**src/rtl/args_pkg.sv**
```systemverilog
// Shared types and helpers for the adaptive threshold path.
// The clamp is generic so other offset-adjusted config paths can reuse it.
package args_pkg;

  typedef enum logic [1:0] {
    ARGS_TG_IDLE   = 2'd0,
    ARGS_TG_ACCUM  = 2'd1,
    ARGS_TG_DIVIDE = 2'd2,
    ARGS_TG_UPDATE = 2'd3
  } args_tg_state_e;

  localparam int ARGS_CLAMP_W = 16;

  // Saturates a signed value into [0, 2^w-1]; w must not exceed ARGS_CLAMP_W.
  function automatic logic [ARGS_CLAMP_W-1:0] args_clamp(
    input logic signed [ARGS_CLAMP_W+1:0] val,
    input int unsigned                    w
  );
    logic signed [ARGS_CLAMP_W+1:0] hi;
    hi = (ARGS_CLAMP_W+2)'((1 << w) - 1);
    if (val < 0)
      return '0;
    else if (val > hi)
      return hi[ARGS_CLAMP_W-1:0];
    else
      return val[ARGS_CLAMP_W-1:0];
  endfunction

endpackage

```
**src/rtl/args_udiv.sv**
```systemverilog
// Sequential restoring divider, one quotient bit per cycle, QW cycles per divide.
// The caller guarantees num < den * 2^QW, so the upper bits seed the remainder.
module args_udiv #(
  parameter int NW = 32,
  parameter int DW = 22,
  parameter int QW = 10
) (
  input  logic          clk,
  input  logic          rst,
  input  logic          start,
  input  logic          abort,
  input  logic [NW-1:0] num,
  input  logic [DW-1:0] den,
  output logic          done,
  output logic [QW-1:0] quo
);

  localparam int SW = $clog2(QW + 1);

  logic [DW-1:0] rem;
  logic [DW-1:0] den_r;
  logic [QW-1:0] nbits;
  logic [SW-1:0] steps;
  logic          run;
  logic [DW:0]   trial;
  logic          fits;

  always_comb begin
    trial = {rem, nbits[QW-1]};
    fits  = (trial >= {1'b0, den_r});
  end

  always_ff @(posedge clk or negedge rst) begin
    if (!rst) begin
      rem   <= '0;
      den_r <= '0;
      nbits <= '0;
      quo   <= '0;
      steps <= '0;
      run   <= 1'b0;
      done  <= 1'b0;
    end else begin
      done <= 1'b0;
      if (start) begin
        rem   <= DW'(num[NW-1:QW]);
        nbits <= num[QW-1:0];
        den_r <= den;
        quo   <= '0;
        steps <= SW'(QW);
        run   <= 1'b1;
      end else if (abort) begin
        run <= 1'b0;
      end else if (run) begin
        rem   <= fits ? DW'(trial - {1'b0, den_r}) : trial[DW-1:0];
        nbits <= nbits << 1;
        quo   <= {quo[QW-2:0], fits};
        steps <= steps - 1'b1;
        if (steps == SW'(1)) begin
          run  <= 1'b0;
          done <= 1'b1;
        end
      end
    end
  end

endmodule

```
**src/rtl/args_threshold_gen.sv**
```systemverilog
// Adaptive binarization threshold: frame mean plus signed offset, clamped,
// published only between frames.
//   state  | meaning
//   IDLE   | waiting for an accepted start of frame
//   ACCUM  | summing valid pixels of the current frame
//   DIVIDE | divider computing floor(sum/cnt)
//   UPDATE | offset, clamp and publish the new threshold
module args_threshold_gen
  import args_pkg::*;
#(
  parameter int IW     = 10,
  parameter int CW     = 22,
  parameter int DEF_TH = 512
) (
  input  logic          clk,
  input  logic          rst,
  input  logic          in_sof,
  input  logic          in_valid,
  input  logic [IW-1:0] in,
  input  logic          in_eof,
  input  logic          cfg_en,
  input  logic [IW:0]   cfg_offset,
  output logic [IW-1:0] out_threshold,
  output logic          out_update,
  output logic          busy
);

  localparam logic [CW-1:0] CNT_MAX = '1;

  args_tg_state_e          state, state_nxt;
  logic [IW+CW-1:0]        sum, sum_nxt;
  logic [CW-1:0]           cnt, cnt_nxt;
  logic [IW:0]             off_r;
  logic                    new_frame, div_start, div_abort, div_done;
  logic                    load_off, do_update;
  logic [IW-1:0]           quo;
  logic signed [IW+1:0]    t_sum;
  logic signed [ARGS_CLAMP_W+1:0] t_ext;
  logic [IW-1:0]           th_new;

  args_udiv #(.NW(IW+CW), .DW(CW), .QW(IW)) u_div (
    .clk   (clk),
    .rst   (rst),
    .start (div_start),
    .abort (div_abort),
    .num   (sum_nxt),
    .den   (cnt_nxt),
    .done  (div_done),
    .quo   (quo)
  );

  always_comb begin
    state_nxt = state;
    sum_nxt   = sum;
    cnt_nxt   = cnt;
    new_frame = 1'b0;
    div_start = 1'b0;
    div_abort = 1'b0;
    load_off  = 1'b0;
    do_update = 1'b0;
    case (state)
      ARGS_TG_IDLE: begin
        if (in_sof && cfg_en) new_frame = 1'b1;
      end
      ARGS_TG_ACCUM: begin
        if (in_valid && in_eof) begin
          if (cnt != CNT_MAX) begin
            sum_nxt = sum + (IW+CW)'(in);
            cnt_nxt = cnt + 1'b1;
          end
          if (cnt_nxt != '0) begin
            state_nxt = ARGS_TG_DIVIDE;
            div_start = 1'b1;
          end else begin
            state_nxt = ARGS_TG_IDLE;
          end
        end else if (in_sof) begin
          new_frame = 1'b1;
        end else if (in_valid && cnt != CNT_MAX) begin
          sum_nxt = sum + (IW+CW)'(in);
          cnt_nxt = cnt + 1'b1;
        end
      end
      ARGS_TG_DIVIDE: begin
        if (in_sof) begin
          div_abort = 1'b1;
          state_nxt = ARGS_TG_IDLE;
          new_frame = cfg_en;
        end else if (div_done) begin
          state_nxt = ARGS_TG_UPDATE;
          load_off  = 1'b1;
        end
      end
      ARGS_TG_UPDATE: begin
        if (in_sof) begin
          div_abort = 1'b1;
          state_nxt = ARGS_TG_IDLE;
          new_frame = cfg_en;
        end else begin
          do_update = 1'b1;
          state_nxt = ARGS_TG_IDLE;
        end
      end
      default: state_nxt = ARGS_TG_IDLE;
    endcase
    // A new frame starts from the current pixel; a one-pixel frame goes straight to divide.
    if (new_frame) begin
      sum_nxt = in_valid ? (IW+CW)'(in) : '0;
      cnt_nxt = CW'(in_valid);
      if (in_valid && in_eof) begin
        state_nxt = ARGS_TG_DIVIDE;
        div_start = 1'b1;
      end else begin
        state_nxt = ARGS_TG_ACCUM;
      end
    end
  end

  always_comb begin
    t_sum  = $signed({2'b00, quo}) + $signed({off_r[IW], off_r});
    t_ext  = (ARGS_CLAMP_W+2)'(t_sum);
    th_new = IW'(args_clamp(t_ext, IW));
  end

  always_ff @(posedge clk or negedge rst) begin
    if (!rst) begin
      state         <= ARGS_TG_IDLE;
      sum           <= '0;
      cnt           <= '0;
      off_r         <= '0;
      out_threshold <= IW'(DEF_TH);
      out_update    <= 1'b0;
      busy          <= 1'b0;
    end else begin
      state      <= state_nxt;
      sum        <= sum_nxt;
      cnt        <= cnt_nxt;
      out_update <= do_update;
      busy       <= (state_nxt != ARGS_TG_IDLE);
      if (load_off)  off_r         <= cfg_offset;
      if (do_update) out_threshold <= th_new;
    end
  end

endmodule

```
**config.mk**
```make
export PLATFORM = sky130hd
export DESIGN_NAME = args_threshold_gen
export DESIGN_NICKNAME = d
export VERILOG_FILES = /design/src/rtl/args_pkg.sv /design/src/rtl/args_udiv.sv /design/src/rtl/args_threshold_gen.sv
export SDC_FILE = /design/constraint.sdc
export NUM_CORES = 1
export LEC_CHECK = 0
export CORE_ASPECT_RATIO = 1.75
export CORE_MARGIN = 3
export CORE_UTILIZATION = 60
export CTS_CLUSTER_SIZE = 25
export DETAILED_ROUTE_END_ITERATION = 6
export GPL_ROUTABILITY_DRIVEN = 0
export GPL_TIMING_DRIVEN = 0
export PLACE_DENSITY = 0.77
export SETUP_SLACK_MARGIN = 0.15
export SLEW_MARGIN = 20
export SYNTH_ARGS = -nofsm -noshare
export SYNTH_HDL_FRONTEND = slang
export SYNTH_SLANG_ARGS = --single-unit
```
**constraint.sdc**
```tcl
create_clock -name clk -period 7.7 [get_ports clk]
set_clock_uncertainty 0.15 [all_clocks]
set_input_delay 1.54 -clock clk [delete_from_list [all_inputs] [get_ports clk]]
set_output_delay 1.54 -clock clk [all_outputs]
set_load 0.02 [all_outputs]
```
==> results.py <==
metrics = {
    "outcome": {
        "status": "complete, no violations",
    },
    "min_path": {
        "holdCritPathClass": "reg2reg",
        "min_from": "u_div.den_r[6]",
        "hold_path_depth": 1,
        "worstHoldEndpoint": "u_div.den_r[6]",
    },
    "clocking": {
        "clock_path_buffers": 2,
        "clk_pin_slew_worst_paths_ns": 0.06,
        "postCtsHoldBufs": 0,
        "clk_latency_ns": 0.43,
        "clock_sinks": 149,
        "cts_resized": 0,
        "cts_max_level": 4,
        "postCtsSetupBuffers": 0,
        "cts-root-buf": "clkbuf_16",
        "cts_tree": "yes",
        "cts_made_buffers": 17,
    },
    "setup_path": {
        "critPathRequiredTime_ns": 7.86,
        "reg2regPathDepth": 10,
        "cp-end-kind": "flop",
        "r2r_end": "u_div.rem[16]",
        "critPathKind": "in2reg",
        "r2r_start": "u_div.den_r[6]",
        "rrSetupSlack_ns": 3.77,
        "startpoint": "in[0]",
        "crit_fanout": 10,
        "start_kind": "input port",
        "cp.arrival_ns": 4.97,
    },
    "floorplan": {
        "die_h_um": 176,
        "num_rows": 61,
        "die_w_um": 103,
        "die_area_mm2": 0.0181,
        "core_mm2": 0.0160,
        "start_util": 0.616,
        "ios": 39,
    },
    "timing": {
        "setup_ws_ns": 2.88,
        "rsz0062_at_grt": "no",
        "hold_viol": 0,
        "slew_headroom": 0.427,
        "drv_slew": 0,
        "finalCritPeriodShare": 0.625,
        "fmax_ghz": 0.208,
        "setup_viol": 0,
        "tightest_slew_ns": 0.859,
        "period_minus_slack_ns": 4.82,
        "hold_ws_ns": 0.362,
    },
    "final_layout": {
        "fill_cells": 1282,
        "antenna_cells": 0,
        "syn_to_final_growth_pct": 12.8,
        "final_cell_mix": "dfrtp_1 (148), nand2_1 (125), nor2_1 (103)",
        "layout_commonest_cell": "dfrtp_1",
        "drive_gt1_frac": 0.113,
        "fin_util": 0.695,
        "fin_nets": 1245,
    },
    "synth": {
        "syn_area_mm2": 0.00988,
        "netlist-cell-type-count": 78,
        "ys_ff_latch": 149,
        "avgSynthCellArea_um2": 8.88,
        "syn_inst": 1113,
        "synthArstFlopShare": 1.00,
        "synth-edff-count": 0,
        "syn_nets": 1188,
        "yosys_warnings": 0,
        "ys_seq_area_frac": 0.378,
        "synthFlopType": "dfrtp_1",
    },
    "drt": {
        "drt_first_pass_iters": 5,
        "vias": 8887,
        "wirelength_mm": 29.3,
        "route.detailed.drc": 0,
        "ant_nets": 0,
        "wl_per_cell_um": 21.4,
        "via_per_inst": 6.48,
        "drtIter0Drc": 560,
    },
    "grt": {
        "grt-ovfl-total": 0,
        "antenna_found_initial": 0,
        "grt_pass1_wl_mm": 46.5,
        "track_usage": 0.337,
        "grt_pass1_vias": 9143,
        "grt_max_degree": 86,
    },
    "pwr": {
        "max-vdd-ir-drop_mv": 0.232,
        "power_leakage_nw": 4.83,
        "p_per_area_mw_per_mm2": 392,
    },
    "placed_design": {
        "place_worst_setup_slack_ns": 2.63,
        "dp_hpwl_mm": 22.0,
        "portBuffers": 37,
    },
    "run": {
        "drv_cap": 0,
    },
}
==> layout make-up <==
cell class,instances,area (um^2),area share
sequential,149,3730,0.335
timing repair buffer,38,403,0.0361
multi-input combinational,857,5700,0.511
buffer,62,285,0.0256
clock inverter,14,188,0.0168
tap,189,236,0.0212
inverter,45,169,0.0152
clock buffer,18,439,0.0394
==> power breakdown <==
group | internal, W | total [W] | switching (W) | leakage [nW]
Sequential | 0.00100 | 0.00117 | 0.000170 | 1.95
Clock | 0.000530 | 0.000900 | 0.000369 | 0.311
Combinational | 0.000960 | 0.00230 | 0.00134 | 2.57
==> cells in the mapped netlist (11+ instances only) <==
library cell  number  area [um^2]
and3_1            13         81.3
dfrtp_1          148         3700
nor3_1            42          210
inv_1             44          165
buf_2             21          105
ha_1              45          563
nand4_1           13         81.3
clkbuf_1          35          131
xnor2_1           37          324
nor4_1            13         81.3
a21oi_1           74          370
mux2i_1           25          250
nor2_1           103          387
nand3_1           42          210
a21o_1            11         82.6
xor2_1            20          175
mux2_2            38          428
or3_1             12         75.1
and2_1            12         75.1
o21a_1            14          105
o21ai_0           47          235
nand2_1          125          469
==> worst max-delay path: stages <==
cell and delay [ns]:
clkdlybuf4s50_1 0.43, ha_1 0.24, fa_1 0.45, a211oi_1 0.54
o21bai_1 0.16, a21oi_1 0.30, o21a_1 0.22, clkbuf_1 0.35
nor3_1 0.15, mux2i_1 0.22, nor2_1 0.08, a311o_1 0.31
==> how the worst max path moves through the flow <==
stage	to	slack [ns]	depth (start not counted)
2_1_floorplan	u_div.rem[20]	3.57	11
3_3_place_gp	u_div.steps[0]	-1.13	1
3_5_place_dp	u_div.rem[20]	2.63	12
4_1_cts	u_div.rem[20]	3.07	12
5_1_grt	u_div.rem[20]	2.69	12
6_report	u_div.rem[20]	2.88	12
==> cells by family (layout without fill, tap and decap cells) <==
family                   Yosys count  after routing  share of synthesized area
adder cells (fa/ha/maj)           48             48                     0.0631
AO/OA/AOI/OAI                    250            250                      0.168
AND/OR/NAND/NOR                  431            431                      0.214
buffers and inverters            107            177                     0.0460
multiplexers                      71             71                     0.0808
XOR/XNOR                          57             57                     0.0505
flip-flops                       149            149                      0.378
==> registers in the layout, summed over array words and instances (netlist names) <==
name / cells
u_div.nbits: 10
u_div.rem: 22
u_div.den_r: 22
u_div.done: 1
busy: 1
u_div.run: 1
out_threshold: 10
sum: 32
cnt: 22
state: 2
u_div.steps: 4
out_update: 1
off_r: 11
u_div.quo: 10
==> per-stage QoR <==
step                std cells  total power (W)  instance area, um^2  setup TNS (ns)
detailed placement       1340          0.00343                10500               0
global placement         1339          0.00338                10500         -164.69
global route             1372          0.00467                11100               0
CTS                      1372          0.00433                11100               0
finish                   1372          0.00437                11100               0
floorplan                1113          0.00282                 9880               0
==> layer usage <==
metal	vias up	GRT usage	wire, um	share of wire
li1	4102	-	-	-
met1	4258	0.365	10400	0.35
met2	378	0.582	14900	0.51
met3	149	0.0390	1510	0.052
met4	0	0.254	2600	0.089
met5	-	0	0	0
(Power assumes the default switching activity.)
